$ cat config.mk
export PLATFORM = sky130hd
export DESIGN_NAME = lvds_deserializer_flat
export DESIGN_NICKNAME = d
export VERILOG_FILES = /design/src/rtl/lvds_deserializer_if.sv /design/src/rtl/lvds_deserializer.sv /design/src/flat_wrapper.sv
export SDC_FILE = /design/constraint.sdc
export NUM_CORES = 1
export LEC_CHECK = 0
export ABC_AREA = 0
export CAP_MARGIN = 10
export CORE_ASPECT_RATIO = 1.4
export CORE_UTILIZATION = 50
export CTS_BUF_LIST = sky130_fd_sc_hd__clkbuf_16
export DETAILED_ROUTE_END_ITERATION = 12
export PLACE_DENSITY_LB_ADDON = 0.1
export SYNTH_ARGS = -nofsm -noshare
export SYNTH_HDL_FRONTEND = slang
export SYNTH_SLANG_ARGS = --single-unit
$ cat constraint.sdc
create_clock -name clk_serial -period 3.38 [get_ports clk_serial]
set_input_delay 1.014 -clock clk_serial [delete_from_list [all_inputs] [get_ports clk_serial]]
set_output_delay 1.014 -clock clk_serial [all_outputs]
set_load 0.05 [all_outputs]
$ cat src/rtl/lvds_deserializer_if.sv
// lvds_deserializer_if: serial input legs, frame pulse and received-word outputs of the LVDS receiver
interface lvds_deserializer_if #(
  parameter int PARALLEL_WIDTH = 8,
  parameter int ERR_CNT_WIDTH  = 8
);
  logic                      rx_lvds_in_p;
  logic                      rx_lvds_in_n;
  logic                      rx_frame_pulse;
  logic [PARALLEL_WIDTH-1:0] rx_parallel_word;
  logic                      rx_word_valid;
  logic                      rx_word_toggle;
  logic                      rx_busy;
  logic                      rx_frame_err;
  logic                      rx_diff_err;
  logic [ERR_CNT_WIDTH-1:0]  rx_err_count;
  modport master (
    output rx_lvds_in_p, rx_lvds_in_n, rx_frame_pulse,
    input  rx_parallel_word, rx_word_valid, rx_word_toggle, rx_busy,
           rx_frame_err, rx_diff_err, rx_err_count
  );
  modport slave (
    input  rx_lvds_in_p, rx_lvds_in_n, rx_frame_pulse,
    output rx_parallel_word, rx_word_valid, rx_word_toggle, rx_busy,
           rx_frame_err, rx_diff_err, rx_err_count
  );
endinterface

$ cat src/rtl/lvds_deserializer.sv
// lvds_deserializer: MSB-first LVDS receiver aligned by the transmitter frame pulse.
// Define LVDS_RX_DIFF_CHECK_EN to drop frames containing any p==n bit.
module lvds_deserializer #(
  parameter int PARALLEL_WIDTH = 8,
  parameter int ERR_CNT_WIDTH  = 8
) (
  input logic               clk_serial,
  input logic               reset_n,
  lvds_deserializer_if.slave bus
);
  localparam int W  = PARALLEL_WIDTH;
  localparam int CW = $clog2(PARALLEL_WIDTH);
  typedef enum logic {IDLE, SHIFT} state_t;
  state_t state_q, state_d;
  logic [W-1:0] shift_q, shift_d, word_q, word_d;
  logic [CW-1:0] cnt_q, cnt_d;
  logic [ERR_CNT_WIDTH-1:0] err_q, err_d;
  logic valid_q, valid_d, tog_q, tog_d, ferr_q, ferr_d, derr_q, derr_d, flag_q, flag_d;
  logic bit_in, viol, done, start;
`ifdef LVDS_RX_DIFF_CHECK_EN
  assign viol = bus.rx_lvds_in_p == bus.rx_lvds_in_n;
`else
  logic unused_n;
  assign unused_n = bus.rx_lvds_in_n;
  assign viol = 1'b0;
`endif
  // A pulse on the completing edge finishes the word and is only reported as an error.
  always_comb begin
    bit_in  = bus.rx_lvds_in_p;
    done    = state_q == SHIFT && cnt_q == '0;
    start   = bus.rx_frame_pulse && !done;
    ferr_d  = state_q == SHIFT && bus.rx_frame_pulse;
    derr_d  = done && (flag_q || viol);
    valid_d = done && !(flag_q || viol);
    state_d = start ? SHIFT : done ? IDLE : state_q;
    cnt_d   = start ? CW'(W - 2) : (state_q == SHIFT && !done) ? cnt_q - 1'b1 : cnt_q;
    shift_d = start ? {{(W-1){1'b0}}, bit_in} : state_q == SHIFT ? {shift_q[W-2:0], bit_in} : shift_q;
    flag_d  = start ? viol : flag_q || (state_q == SHIFT && viol);
    word_d  = valid_d ? {shift_q[W-2:0], bit_in} : word_q;
    tog_d   = tog_q ^ valid_d;
    err_d   = ((ferr_d || derr_d) && !(&err_q)) ? err_q + 1'b1 : err_q;
  end
  always_ff @(posedge clk_serial or negedge reset_n) begin
    if (!reset_n) begin
      state_q <= IDLE;
      shift_q <= '0;
      cnt_q   <= '0;
      word_q  <= '0;
      err_q   <= '0;
      valid_q <= 1'b0;
      tog_q   <= 1'b0;
      ferr_q  <= 1'b0;
      derr_q  <= 1'b0;
      flag_q  <= 1'b0;
    end else begin
      state_q <= state_d;
      shift_q <= shift_d;
      cnt_q   <= cnt_d;
      word_q  <= word_d;
      err_q   <= err_d;
      valid_q <= valid_d;
      tog_q   <= tog_d;
      ferr_q  <= ferr_d;
      derr_q  <= derr_d;
      flag_q  <= flag_d;
    end
  end
  assign bus.rx_parallel_word = word_q;
  assign bus.rx_word_valid    = valid_q;
  assign bus.rx_word_toggle   = tog_q;
  assign bus.rx_busy          = state_q == SHIFT;
  assign bus.rx_frame_err     = ferr_q;
  assign bus.rx_diff_err      = derr_q;
  assign bus.rx_err_count     = err_q;
endmodule

$ cat src/flat_wrapper.sv
// flat-port wrapper written by rule: the top's interface ports become plain ports
module lvds_deserializer_flat 
#(
  parameter int PARALLEL_WIDTH = 8,
  parameter int ERR_CNT_WIDTH  = 8
)
  (clk_serial, reset_n, bus_rx_lvds_in_p, bus_rx_lvds_in_n, bus_rx_frame_pulse, bus_rx_parallel_word, bus_rx_word_valid, bus_rx_word_toggle, bus_rx_busy, bus_rx_frame_err, bus_rx_diff_err, bus_rx_err_count);
  lvds_deserializer_if #(.PARALLEL_WIDTH(PARALLEL_WIDTH), .ERR_CNT_WIDTH(ERR_CNT_WIDTH)) bus_i ();
  input logic clk_serial;
  input logic reset_n;
  input wire logic [$bits(bus_i.rx_lvds_in_p)-1:0] bus_rx_lvds_in_p;
  input wire logic [$bits(bus_i.rx_lvds_in_n)-1:0] bus_rx_lvds_in_n;
  input wire logic [$bits(bus_i.rx_frame_pulse)-1:0] bus_rx_frame_pulse;
  output wire logic [$bits(bus_i.rx_parallel_word)-1:0] bus_rx_parallel_word;
  output wire logic [$bits(bus_i.rx_word_valid)-1:0] bus_rx_word_valid;
  output wire logic [$bits(bus_i.rx_word_toggle)-1:0] bus_rx_word_toggle;
  output wire logic [$bits(bus_i.rx_busy)-1:0] bus_rx_busy;
  output wire logic [$bits(bus_i.rx_frame_err)-1:0] bus_rx_frame_err;
  output wire logic [$bits(bus_i.rx_diff_err)-1:0] bus_rx_diff_err;
  output wire logic [$bits(bus_i.rx_err_count)-1:0] bus_rx_err_count;
  assign bus_i.rx_lvds_in_p = bus_rx_lvds_in_p;
  assign bus_i.rx_lvds_in_n = bus_rx_lvds_in_n;
  assign bus_i.rx_frame_pulse = bus_rx_frame_pulse;
  assign bus_rx_parallel_word = bus_i.rx_parallel_word;
  assign bus_rx_word_valid = bus_i.rx_word_valid;
  assign bus_rx_word_toggle = bus_i.rx_word_toggle;
  assign bus_rx_busy = bus_i.rx_busy;
  assign bus_rx_frame_err = bus_i.rx_frame_err;
  assign bus_rx_diff_err = bus_i.rx_diff_err;
  assign bus_rx_err_count = bus_i.rx_err_count;
  lvds_deserializer #(.PARALLEL_WIDTH(PARALLEL_WIDTH), .ERR_CNT_WIDTH(ERR_CNT_WIDTH)) u_core (.clk_serial(clk_serial), .reset_n(reset_n), .bus(bus_i));
endmodule
==> impl_metrics.toml <==
[sta]
finalSetupViolCount = 0
tns_ns = 0
setup_ws_ns = 0.678
relSlewSlack_pct = 65.9
post-route-min-period_ns = 2.70
max_freq_ghz = 0.370
tightest_slew_ns = 0.512
slew_viol_final = 0
period_share_pct = 79.9
finClkSkew_ns = 0.00445
rsz0062_at_grt = "no"
hold_viol = 0
hold_ws_ns = 0.477

[hold_path]
min_to = "u_core.bus.rx_word_toggle$_DFF_PN0_"
hp-class = "reg2reg"
holdPathStages = 1
holdCritStartpoint = "u_core.bus.rx_word_toggle$_DFF_PN0_"

[setup_path]
worstPathArrival_ns = 1.69
cp_max_fo = 12
reg2reg_slack_ns = 1.74
r2r_cells = 4
critical_path_class = "reg2out"
cp-end-kind = "output pin"
rr_endpoint = "u_core.bus.rx_parallel_word[6]$_DFFE_PN0P_"
cp-start-kind = "flip-flop"
critPathTopFamily = "buffers and inverters"
critPathBufInv = 1
r2r-start = "u_core.cnt_q[0]$_DFFE_PN0P_"
worst_path_max_delay_cell = "clkdlybuf4s50_1"
crit_chain = "clkdlybuf4s50_1"
crit_required_ns = 2.37
critical-path-max-stage-delay_ns = 0.87

[cells_and_area]
layout.cells.non_filler = 159
post-route-cell-area_um2 = 1650
fillers = 195
final_core_util_pct = 68.4
layout-drive-gt1-share_pct = 15.2
syn_to_final_growth_pct = 29.6
nets = 132
num_antenna_cells = 0

[placement]
dp_slack_ns = 0.825
gp_congestion = 0.788
numPlacedInstances = 151
port_buffers = 23
hpwlAfterDp_um = 1550
place_area_um2 = 1520

[logic_synthesis]
synth_nets = 106
yosysWarningCount = 0
netlist_area_um2 = 1280
synth.area.top_cells = "dfrtp_1 (59%), mux2_2 (8.8%), a22o_1 (4.1%)"
yosys_register_bits = 30
synth_ff_type = "dfrtp_1"
seq_area_frac_synth_pct = 58.8
syn_avg_cell_area_um2 = 13.0
ys_types = 36
synth_top_area_share_pct = 58.8
synth_edf_count = 0
yosys.area.top_type = "dfrtp_1"
synth-async-reset-ratio_pct = 100
syn_inst = 98

[detailed_routing]
drc = 0
wl_per_cell_um = 13.9
ant_nets = 0
vias = 863
routed_via_density = 5.43
first_iter_violations = 21
first_pass_iters = 4
wirelength_um = 2200

[global_route]
grt_max_degree = 31
grt_pass1_wl_um = 3710
grt_usage_pct = 19.4
overflow = 0
first_global_vias = 828
antenna_found_initial = 0

[power]
p_int_mw = 0.994
switching_share_pct = 41.2
power_frac_seq_pct = 34.2
p_comb_share_pct = 42.2
p_switching_mw = 0.696
ir_drop_mv = 0.740
p_leak_nw = 0.734
p_per_area_nw_per_um2 = 1020
power_mw = 1.69
power_frac_clock_pct = 23.6

[clock_tree]
post_cts_buffers = 0
cts_made_buffers = 5
cts_max_path_buffers = 2
cts_tree = "built"
clk_pin_slew_worst_paths_ns = 0.05
hold_buffers = 0
h-tree-depth = 2
cts_root_buf = "clkbuf_16"
clock_latency_ns = 0.27
cts_resized = 0
clock-sinks = 30

[floorplan]
die_width_um = 44.7
boundaryPins = 26
core_area_um2 = 2420
fp-row-count = 21
die_y_um = 61.8
dieArea_um2 = 2760
start_util_pct = 52.8

[job]
drv_cap = 0

[status]
status = "complete, no violations"
[worst reg2reg max path, stage by stage (launching register included)]
cell and delay (ns):
dfrtp_1 0.35, inv_1 0.10, ha_1 0.18, and3b_1 0.49, mux2_2 0.41
[synth_stat cells (2+ instances only)]
cell	n
dfrtp_1	30
mux2_2	10
a22o_1	6
a31oi_1	4
a21oi_1	3
buf_4	3
ha_1	3
nand3_1	3
nor2_1	3
inv_1	2
nand2_1	2
nand4_1	2
nand4b_1	2
nor2_2	2
xnor2_1	2
[power groups by stage]
stage / Combinational [mW] / Clock (mW) / Sequential [mW]
floorplan: 0.217 / 0 / 0.855
global placement: 0.703 / 0 / 0.576
detailed placement: 0.717 / 0 / 0.584
CTS: 0.719 / 0.410 / 0.580
global route: 0.758 / 0.428 / 0.597
finish: 0.713 / 0.399 / 0.578
[logic make-up (layout without fill, tap and decap cells)]
logic type	after synthesis	count (layout)	synth area share [%]
mux	11	11	9.71
buf+inv	7	34	3.63
simple gates	22	22	10.8
xor+xnor	3	3	2.06
flops	30	30	58.8
fa+ha+maj	3	3	2.94
compound gates	21	21	11.8
other cells	1	1	0.294
[flip-flops by register name, summed over array words and instances (netlist names)]
register                     count
u_core.bus.rx_err_count          8
u_core.bus.rx_parallel_word      8
u_core.shift_q                   7
u_core.cnt_q                     3
u_core.bus.rx_busy               1
u_core.bus.rx_frame_err          1
u_core.bus.rx_word_toggle        1
u_core.bus.rx_word_valid         1
[per-layer routing]
layer | part of all wire, % | GRT usage, % | up-vias
met1 | 41 | 22.2 | 424
li1 | - | - | 409
met3 | 4.4 | 6.94 | 5
met4 | 2.2 | 9.96 | 0
met5 | 0 | 0 | -
met2 | 52 | 32.1 | 25
[area by class of cell]
type                       count  area (µm²)  area share, %
inverter                       2        7.51          0.454
multi-input combinational     61         479           29.0
clock inverter                 3        11.3          0.681
clock buffer                   5         125           7.56
sequential                    30         751           45.4
tap                           34        42.5           2.57
timing repair buffer          24         238           14.4
[cells in the final DEF, fill, tap and decap left out, drive strengths merged, types with 3 or more instances in the layout]
cell,n
ha,3
clkdlybuf4s50,23
nor2,5
a31oi,4
clkbuf,5
mux2,11
clkinv,3
dfrtp,30
a21oi,3
a22o,6
nand3,3
[worst max-delay path by stage]
| stage | depth (start not counted) | start | slack (ns) | to |
|---|---|---|---|---|
| floorplan | 4 | bus_rx_frame_pulse | 1.46 | u_core.bus.rx_err_count[5]$_DFFE_PN0P_ |
| global placement | 4 | bus_rx_frame_pulse | 0.87 | u_core.bus.rx_err_count[5]$_DFFE_PN0P_ |
| detailed placement | 4 | bus_rx_frame_pulse | 0.82 | u_core.bus.rx_err_count[5]$_DFFE_PN0P_ |
| CTS | 1 | u_core.bus.rx_busy$_DFFE_PN0P_ | 0.66 | bus_rx_busy |
| global route | 1 | u_core.bus.rx_busy$_DFFE_PN0P_ | 0.64 | bus_rx_busy |
| finish | 1 | u_core.bus.rx_busy$_DFFE_PN0P_ | 0.68 | bus_rx_busy |
Power figures use the tool's default switching activity.
